<file path="src/rtl/ram_pkg.sv">
// ram_pkg: shared defaults and state encodings for the RAM port responder
package ram_pkg;
  localparam int DEF_DATA_W = 8;
  localparam int DEF_ADDR_W = 6;
  typedef enum logic {CLEAR = 1'b0, RUN = 1'b1} mode_t;
  typedef enum logic {IDLE = 1'b0, RESP = 1'b1} port_st_t;
endpackage

</file>
<file path="src/rtl/ram_port_responder_if.sv">
// ram_port_responder_if: request/response handshakes for ports A and B
interface ram_port_responder_if #(
  parameter int DATA_W = ram_pkg::DEF_DATA_W,
  parameter int ADDR_W = ram_pkg::DEF_ADDR_W
);
  logic              req_valid_a, req_ready_a, req_we_a;
  logic [ADDR_W-1:0] req_addr_a;
  logic [DATA_W-1:0] req_data_a;
  logic              rsp_valid_a, rsp_ready_a, rsp_err_a;
  logic [DATA_W-1:0] rsp_data_a;
  logic              req_valid_b, req_ready_b, req_we_b;
  logic [ADDR_W-1:0] req_addr_b;
  logic [DATA_W-1:0] req_data_b;
  logic              rsp_valid_b, rsp_ready_b, rsp_err_b;
  logic [DATA_W-1:0] rsp_data_b;
  modport master (
    output req_valid_a, req_we_a, req_addr_a, req_data_a, rsp_ready_a,
    output req_valid_b, req_we_b, req_addr_b, req_data_b, rsp_ready_b,
    input  req_ready_a, rsp_valid_a, rsp_data_a, rsp_err_a,
    input  req_ready_b, rsp_valid_b, rsp_data_b, rsp_err_b
  );
  modport slave (
    input  req_valid_a, req_we_a, req_addr_a, req_data_a, rsp_ready_a,
    input  req_valid_b, req_we_b, req_addr_b, req_data_b, rsp_ready_b,
    output req_ready_a, rsp_valid_a, rsp_data_a, rsp_err_a,
    output req_ready_b, rsp_valid_b, rsp_data_b, rsp_err_b
  );
endinterface

</file>
<file path="src/rtl/dpram_core.sv">
// dpram_core: two-port single-clock RAM, read-first, port A wins same-address writes
module dpram_core #(
  parameter int DATA_W = ram_pkg::DEF_DATA_W,
  parameter int ADDR_W = ram_pkg::DEF_ADDR_W
) (
  input  logic              clk,
  input  logic              we_a,
  input  logic [ADDR_W-1:0] addr_a,
  input  logic [DATA_W-1:0] wdata_a,
  output logic [DATA_W-1:0] rdata_a,
  input  logic              we_b,
  input  logic [ADDR_W-1:0] addr_b,
  input  logic [DATA_W-1:0] wdata_b,
  output logic [DATA_W-1:0] rdata_b
);
  logic [DATA_W-1:0] mem [2**ADDR_W];
  // A's write is issued last so it overrides B on the same address
  always_ff @(posedge clk) begin
    if (we_b) mem[addr_b] <= wdata_b;
    if (we_a) mem[addr_a] <= wdata_a;
  end
  assign rdata_a = mem[addr_a];
  assign rdata_b = mem[addr_b];
endmodule

</file>
<file path="src/rtl/ram_port_responder.sv">
// ram_port_responder: clears RAM after reset, then serves two request/response ports
module ram_port_responder
  import ram_pkg::*;
#(
  parameter int DATA_W = DEF_DATA_W,
  parameter int ADDR_W = DEF_ADDR_W
) (
  input  logic                  clk,
  input  logic                  reset,
  ram_port_responder_if.slave   bus,
  output logic                  clearing,
  output logic [7:0]            collision_count
);
  localparam int DEPTH = 2**ADDR_W;
  mode_t mode, mode_nxt;
  port_st_t st_a, st_a_nxt, st_b, st_b_nxt;
  logic [ADDR_W:0] clr_cnt;
  logic acc_a, acc_b, same, ww, bump, we_a, we_b;
  logic [ADDR_W-1:0] addr_a;
  logic [DATA_W-1:0] wdata_a, rdata_a, rdata_b, rsp_data_a, rsp_data_b;
  logic rsp_err_a, rsp_err_b;
  assign clearing = mode == CLEAR;
  assign bus.req_ready_a = !clearing && (st_a == IDLE || bus.rsp_ready_a);
  assign bus.req_ready_b = !clearing && (st_b == IDLE || bus.rsp_ready_b);
  assign bus.rsp_valid_a = st_a == RESP;
  assign bus.rsp_valid_b = st_b == RESP;
  assign bus.rsp_data_a = rsp_data_a;
  assign bus.rsp_data_b = rsp_data_b;
  assign bus.rsp_err_a = rsp_err_a;
  assign bus.rsp_err_b = rsp_err_b;
  assign acc_a = bus.req_valid_a && bus.req_ready_a;
  assign acc_b = bus.req_valid_b && bus.req_ready_b;
  assign same = acc_a && acc_b && bus.req_addr_a == bus.req_addr_b;
  assign ww = same && bus.req_we_a && bus.req_we_b;
  assign bump = same && (bus.req_we_a || bus.req_we_b) && collision_count != 8'hFF;
  // the clear sweep borrows port A; no requests are accepted meanwhile
  assign we_a = clearing || (acc_a && bus.req_we_a);
  assign addr_a = clearing ? clr_cnt[ADDR_W-1:0] : bus.req_addr_a;
  assign wdata_a = clearing ? '0 : bus.req_data_a;
  assign we_b = acc_b && bus.req_we_b && !ww;
  dpram_core #(.DATA_W(DATA_W), .ADDR_W(ADDR_W)) u_mem (
    .clk(clk), .we_a(we_a), .addr_a(addr_a), .wdata_a(wdata_a), .rdata_a(rdata_a),
    .we_b(we_b), .addr_b(bus.req_addr_b), .wdata_b(bus.req_data_b), .rdata_b(rdata_b)
  );
  always_comb begin
    mode_nxt = (clearing && clr_cnt == (ADDR_W+1)'(DEPTH-1)) ? RUN : mode;
    st_a_nxt = acc_a ? RESP : (st_a == RESP && bus.rsp_ready_a) ? IDLE : st_a;
    st_b_nxt = acc_b ? RESP : (st_b == RESP && bus.rsp_ready_b) ? IDLE : st_b;
  end
  always_ff @(posedge clk or negedge reset) begin
    if (!reset) begin
      mode <= CLEAR;
      st_a <= IDLE;
      st_b <= IDLE;
      clr_cnt <= '0;
      collision_count <= '0;
      rsp_data_a <= '0;
      rsp_data_b <= '0;
      rsp_err_a <= 1'b0;
      rsp_err_b <= 1'b0;
    end else begin
      mode <= mode_nxt;
      st_a <= st_a_nxt;
      st_b <= st_b_nxt;
      if (clearing) clr_cnt <= clr_cnt + (ADDR_W+1)'(1);
      if (bump) collision_count <= collision_count + 8'd1;
      if (acc_a) begin
        rsp_data_a <= bus.req_we_a ? bus.req_data_a : rdata_a;
        rsp_err_a <= 1'b0;
      end
      // a dropped B write reports the data that A actually stored
      if (acc_b) begin
        rsp_data_b <= ww ? bus.req_data_a : bus.req_we_b ? bus.req_data_b : rdata_b;
        rsp_err_b <= ww;
      end
    end
  end
endmodule
</file>
<file path="src/flat_wrapper.sv">
// flat-port wrapper written by rule: the top's interface ports become plain ports
module ram_port_responder_flat import ram_pkg::*;
#(
  parameter int DATA_W = DEF_DATA_W,
  parameter int ADDR_W = DEF_ADDR_W
)
  (clk, reset, clearing, collision_count, bus_req_valid_a, bus_req_we_a, bus_req_addr_a, bus_req_data_a, bus_rsp_ready_a, bus_req_valid_b, bus_req_we_b, bus_req_addr_b, bus_req_data_b, bus_rsp_ready_b, bus_req_ready_a, bus_rsp_valid_a, bus_rsp_data_a, bus_rsp_err_a, bus_req_ready_b, bus_rsp_valid_b, bus_rsp_data_b, bus_rsp_err_b);
  ram_port_responder_if #(.DATA_W(DATA_W), .ADDR_W(ADDR_W)) bus_i ();
  input  logic clk;
  input  logic reset;
  output logic clearing;
  output logic [7:0] collision_count;
  input wire logic [$bits(bus_i.req_valid_a)-1:0] bus_req_valid_a;
  input wire logic [$bits(bus_i.req_we_a)-1:0] bus_req_we_a;
  input wire logic [$bits(bus_i.req_addr_a)-1:0] bus_req_addr_a;
  input wire logic [$bits(bus_i.req_data_a)-1:0] bus_req_data_a;
  input wire logic [$bits(bus_i.rsp_ready_a)-1:0] bus_rsp_ready_a;
  input wire logic [$bits(bus_i.req_valid_b)-1:0] bus_req_valid_b;
  input wire logic [$bits(bus_i.req_we_b)-1:0] bus_req_we_b;
  input wire logic [$bits(bus_i.req_addr_b)-1:0] bus_req_addr_b;
  input wire logic [$bits(bus_i.req_data_b)-1:0] bus_req_data_b;
  input wire logic [$bits(bus_i.rsp_ready_b)-1:0] bus_rsp_ready_b;
  output wire logic [$bits(bus_i.req_ready_a)-1:0] bus_req_ready_a;
  output wire logic [$bits(bus_i.rsp_valid_a)-1:0] bus_rsp_valid_a;
  output wire logic [$bits(bus_i.rsp_data_a)-1:0] bus_rsp_data_a;
  output wire logic [$bits(bus_i.rsp_err_a)-1:0] bus_rsp_err_a;
  output wire logic [$bits(bus_i.req_ready_b)-1:0] bus_req_ready_b;
  output wire logic [$bits(bus_i.rsp_valid_b)-1:0] bus_rsp_valid_b;
  output wire logic [$bits(bus_i.rsp_data_b)-1:0] bus_rsp_data_b;
  output wire logic [$bits(bus_i.rsp_err_b)-1:0] bus_rsp_err_b;
  assign bus_i.req_valid_a = bus_req_valid_a;
  assign bus_i.req_we_a = bus_req_we_a;
  assign bus_i.req_addr_a = bus_req_addr_a;
  assign bus_i.req_data_a = bus_req_data_a;
  assign bus_i.rsp_ready_a = bus_rsp_ready_a;
  assign bus_i.req_valid_b = bus_req_valid_b;
  assign bus_i.req_we_b = bus_req_we_b;
  assign bus_i.req_addr_b = bus_req_addr_b;
  assign bus_i.req_data_b = bus_req_data_b;
  assign bus_i.rsp_ready_b = bus_rsp_ready_b;
  assign bus_req_ready_a = bus_i.req_ready_a;
  assign bus_rsp_valid_a = bus_i.rsp_valid_a;
  assign bus_rsp_data_a = bus_i.rsp_data_a;
  assign bus_rsp_err_a = bus_i.rsp_err_a;
  assign bus_req_ready_b = bus_i.req_ready_b;
  assign bus_rsp_valid_b = bus_i.rsp_valid_b;
  assign bus_rsp_data_b = bus_i.rsp_data_b;
  assign bus_rsp_err_b = bus_i.rsp_err_b;
  ram_port_responder #(.DATA_W(DATA_W), .ADDR_W(ADDR_W)) u_core (.clk(clk), .reset(reset), .bus(bus_i), .clearing(clearing), .collision_count(collision_count));
endmodule
</file>
<file path="config.mk">
export PLATFORM = sky130hd
export DESIGN_NAME = ram_port_responder_flat
export DESIGN_NICKNAME = d
export VERILOG_FILES = /design/src/rtl/ram_pkg.sv /design/src/rtl/ram_port_responder_if.sv /design/src/rtl/dpram_core.sv /design/src/rtl/ram_port_responder.sv /design/src/flat_wrapper.sv
export SDC_FILE = /design/constraint.sdc
export NUM_CORES = 1
export LEC_CHECK = 0
export CAP_MARGIN = 10
export CORE_UTILIZATION = 45
export CTS_CLUSTER_DIAMETER = 40
export DETAILED_ROUTE_END_ITERATION = 10
export PLACE_DENSITY = 0.65
export REMOVE_ABC_BUFFERS = 1
export SYNTH_ARGS = -nofsm -noshare
export SYNTH_HDL_FRONTEND = slang
export SYNTH_SLANG_ARGS = --single-unit
export TNS_END_PERCENT = 1
</file>
<file path="constraint.sdc">
create_clock -name clk -period 2.55 [get_ports clk]
set_input_delay 0.255 -clock clk [delete_from_list [all_inputs] [get_ports clk]]
set_output_delay 0.255 -clock clk [all_outputs]
set_load 0.01 [all_outputs]
</file>
==> metrics.md <==
| Metric | Value |
|---|---|
| Status | complete, but fails checks |
| Violated checks | negative setup slack |
| Initial antenna violation count | 6 |
| Cell Area, Synth | roughly 32000 um^2 |
| Final nets | roughly 3000 |
| Die span in y | around 270 um |
| Peak VDD IR | 0.0005445 V |
| CORE AREA | between 60000 and 70000 um^2 |
| Drt drc | 0 |
| Achievable Freq | about 0.36 GHz |
| CTS tree | done |
| Tcrit/Tclk final | 109.1% |
| Hold crit path type | primary input to async pin |
| Minimum clock period | roughly 2800 ps |
| Lkg Pwr | roughly 15 nW |
| Share of the synthesized area in the top cell type | approximately half |
| Multi-input logic area | approximately 15000 um^2 |
| Synthesis Warnings | 0 |
| Worst setup EP type | flip-flop |
| Layout cells sized above 1 | 49.82% |
| Clock Power Share | 56.9% |
| Worst setup margin | -230.9 ps |
| Via/cell ratio | between 7 and 8 |
| CP max stage delay | 550 ps |
| Final Hold Viols | 0 |
| Total wire length | 158100 um |
| WHS | between 200 and 250 ps |
| Combinational Power Share | under 10% |
| Worst-skew pair later-pin latency | between 600 and 700 ps |
| Count leader, synth | mux2_2 |
| Largest net degree at the start of global routing | 65 |
| Initial core utilization | a little under half |
| Largest cells by area after synthesis | edfxtp_1 49%, mux2_2 20%, a22oi_1 6.9% |
| Post-Syn Instances | ~2500 |
| Post-synth top cells | 557 x mux2_2, 512 x edfxtp_1, 291 x a22oi_1, 180 x clkbuf_1, 116 x nand2_1 |
| Max-slew headroom | approximately a third |
| Final core occ | 62.46% |
| Synth area leader | edfxtp_1 |
| Filler cells | between 5000 and 6000 |
| Area growth, synth to finish | 36.27% |
| Pwr Density | 608.8 nW/um^2 |
| Most used DFF post-synth | edfxtp_1 |
| DP Cell Count | between 3000 and 4000 |
| Routability congestion estimate | about 1.0 |
| Distinct cells, synth | 76 |
| Crit Path Category | flip-flop to flip-flop |
| Clock root buffer | clkbuf_16 |
| I/O Pins | 67 |
| CTS H-Tree Depth | 3 |
| Clock sinks | around 550 |
| Grt total ovfl | 0 |
| Post-Layout Cell Count | 4007 |
| Worst EP arrival | roughly 3400 ps |
| Worst path required time | 3140 ps |
| Vias in the first global route | approximately 27000 |
| Post-synth EDFFs | roughly 500 |
| Post-route ant nets | 0 |
| Sequential fraction of the synthesis area | between 50% and 60% |
| Ys async rst share | roughly 6.4% |
| Die Width | 267.2 um |
| Die Area | about 71000 um^2 |
| Worst-path cell chain | buf_6, or4_1, o31ai_4, buf_12, buf_4, buf_12, a222oi_1, a31oi_1, buf_4, a211oi_1, a31oi_1 |
| First-pass GRT wire length | 215800 um |
| Setup violations, final | about 160 |
| IO Port Bufs | 65 |
| TritonRoute pass-1 iters | 9 |
| Critical path startpoint category | flip-flop |
| Slowest CP cell | or4_1 |
| Worst slew pin tran | a little over 1000 ps |
| Seq pwr share | roughly 37% |
| Internal | between 20 and 25 mW |
| Num CTS Buffers | 100 |
| Switching pwr | between 6 and 7 mW |
| RSZ-0062 raised after global routing | true |
| Average cell area after synthesis | 12.65 um^2 |
| Clock tree buffer depth | 3 |
| Max Cap Violations | 0 |
| Post-detail-place hpwl | about 110000 um |
| Row cnt | 96 |
| Clock slew at reported path FFs | 50 ps |
| Worst-path fanout max | 18 |
| Drt initial violations | 5314 |
| Final Skew | approximately 38 ps |
| Storage element area | between 15000 and 20000 um^2 |
| Flops & latches, synth | between 500 and 600 |
| Total GRT Usage | a little over two fifths |
| Switch share | 23.24% |
| Slew Limit Fails | 0 |
| Vias | 28436 |
| Routed len/inst | between 30 and 40 um |
cell families after synthesis:
kind of cell | Yosys count | share of synthesized area [%]
muxes | 600 | 21.56
other | 1 | 0.01185
adders and majority gates | 2 | 0.07903
AOI/OAI and AO/OA | 735 | 17.19
and+or+nand+nor | 314 | 5.438
xor gates and xnor gates | 19 | 0.5257
buffers and inverters | 285 | 3.865
DFF | 547 | 51.33
path summary, 6_finish.rpt:
path | depth (start not counted) | from | endpoint | slack (ps)
max | 11 | u_core.mode | u_core.bus.rsp_data_a[2] | -230
min | 2 | reset | u_core.bus.rsp_err_b | 250
max reg2reg | 11 | u_core.mode | u_core.bus.rsp_data_a[2] | -230
min reg2reg | 1 | u_core.clr_cnt[6] | u_core.clr_cnt[6] | 490
max in group asynchronous | 2 | reset | u_core.mode | 1670
min in group clk | 2 | bus_req_data_b[1] | u_core.u_mem.mem[23][1] | 260
metrics by stage:
| stage | setup slack [ps] | power (mW) | area, um^2 | setup TNS [ps] |
|---|---|---|---|---|
| after global routing | -272.1 | 26.70 | 43140 | -24250 |
| after floorplan | -3143 | 10.63 | 30460 | -1597530 |
| final | -230.9 | 26.26 | 43140 | -9444 |
| after CTS | -214.7 | 26.22 | 42380 | -66010 |
| after global placement | -1104 | 11.40 | 38050 | -446080 |
| after detailed placement | -999.0 | 11.43 | 38050 | -454820 |
placed cells by master (no fill, tap or decap), types with 13 or more instances in the layout:
| master | n |
|---|---|
| a31oi_1 | 35 |
| dfrtp_1 | 34 |
| clkinvlp_4 | 13 |
| o22ai_1 | 64 |
| a22oi_1 | 285 |
| edfxtp_1 | 512 |
| nand3_1 | 13 |
| nand2_1 | 106 |
| a21oi_1 | 34 |
| clkbuf_16 | 101 |
| nand4_1 | 15 |
| a41oi_1 | 27 |
| bufinv_16 | 22 |
| clkdlybuf4s50_1 | 55 |
| a22o_1 | 37 |
| mux2_2 | 520 |
| nor2_2 | 34 |
| mux2_4 | 38 |
| buf_6 | 34 |
| buf_4 | 430 |
| mux2i_1 | 28 |
| nor2_4 | 36 |
| a221oi_1 | 37 |
| nor2_1 | 28 |
| buf_12 | 124 |
| a222oi_1 | 38 |
| o21ai_0 | 47 |
state kept, by name, indices dropped and copies added (netlist names):
name                    count
u_core.bus.rsp_valid_a      1
u_core.collision_count      8
u_core.clr_cnt              7
u_core.bus.rsp_err_b        1
u_core.mode                 1
u_core.bus.rsp_valid_b      1
u_core.bus.rsp_data_a       8
u_core.u_mem.mem          512
u_core.bus.rsp_data_b       8
power by group through the flow:
stage | logic [mW] | registers, mW | clock network, mW
global route | 1.55 | 9.81 | 15.3
finish | 1.51 | 9.82 | 14.9
detailed placement | 1.43 | 9.99 | 0
CTS | 1.44 | 9.82 | 15.0
global placement | 1.40 | 9.99 | 0
floorplan | 0.636 | 9.99 | 0
what timing repair did:
action,CTS,global route
endpoints found under the hold margin,35,0
setup endpoints to repair,768,1013
hold buffers,1,0
gates resized for setup,77,150
pin swaps,23,45
buffers inserted,15,16
cloned,3,1
per-layer routing:
metal  part of all wire [%]  track usage, %  up-vias
met4                    5.6           20.81        6
met2                     41           62.03     2449
met1                     40           61.29    14303
met3                     13           11.88      490
met5                  0.025               0        -
li1                       -               -    11188
critical path: cells and delay by family, from the launching register on:
family,cells,cell delay [ps]
compound gates,5,750
buf+inv,5,950
flops,1,440
simple gates,1,550
cell type report:
class                           instances  area share (%)
Antenna cell                            1        0.005801
Clock buffer                          111           5.943
Clock inverter                         79           2.839
Timing Repair Buffer                  661           15.94
Inverter                                6         0.05221
Sequential cell                       547           37.67
Tap cell                              931           2.700
Multi-Input combinational cell       1671           34.85
Note: power is estimated with default switching activity, not from simulation.
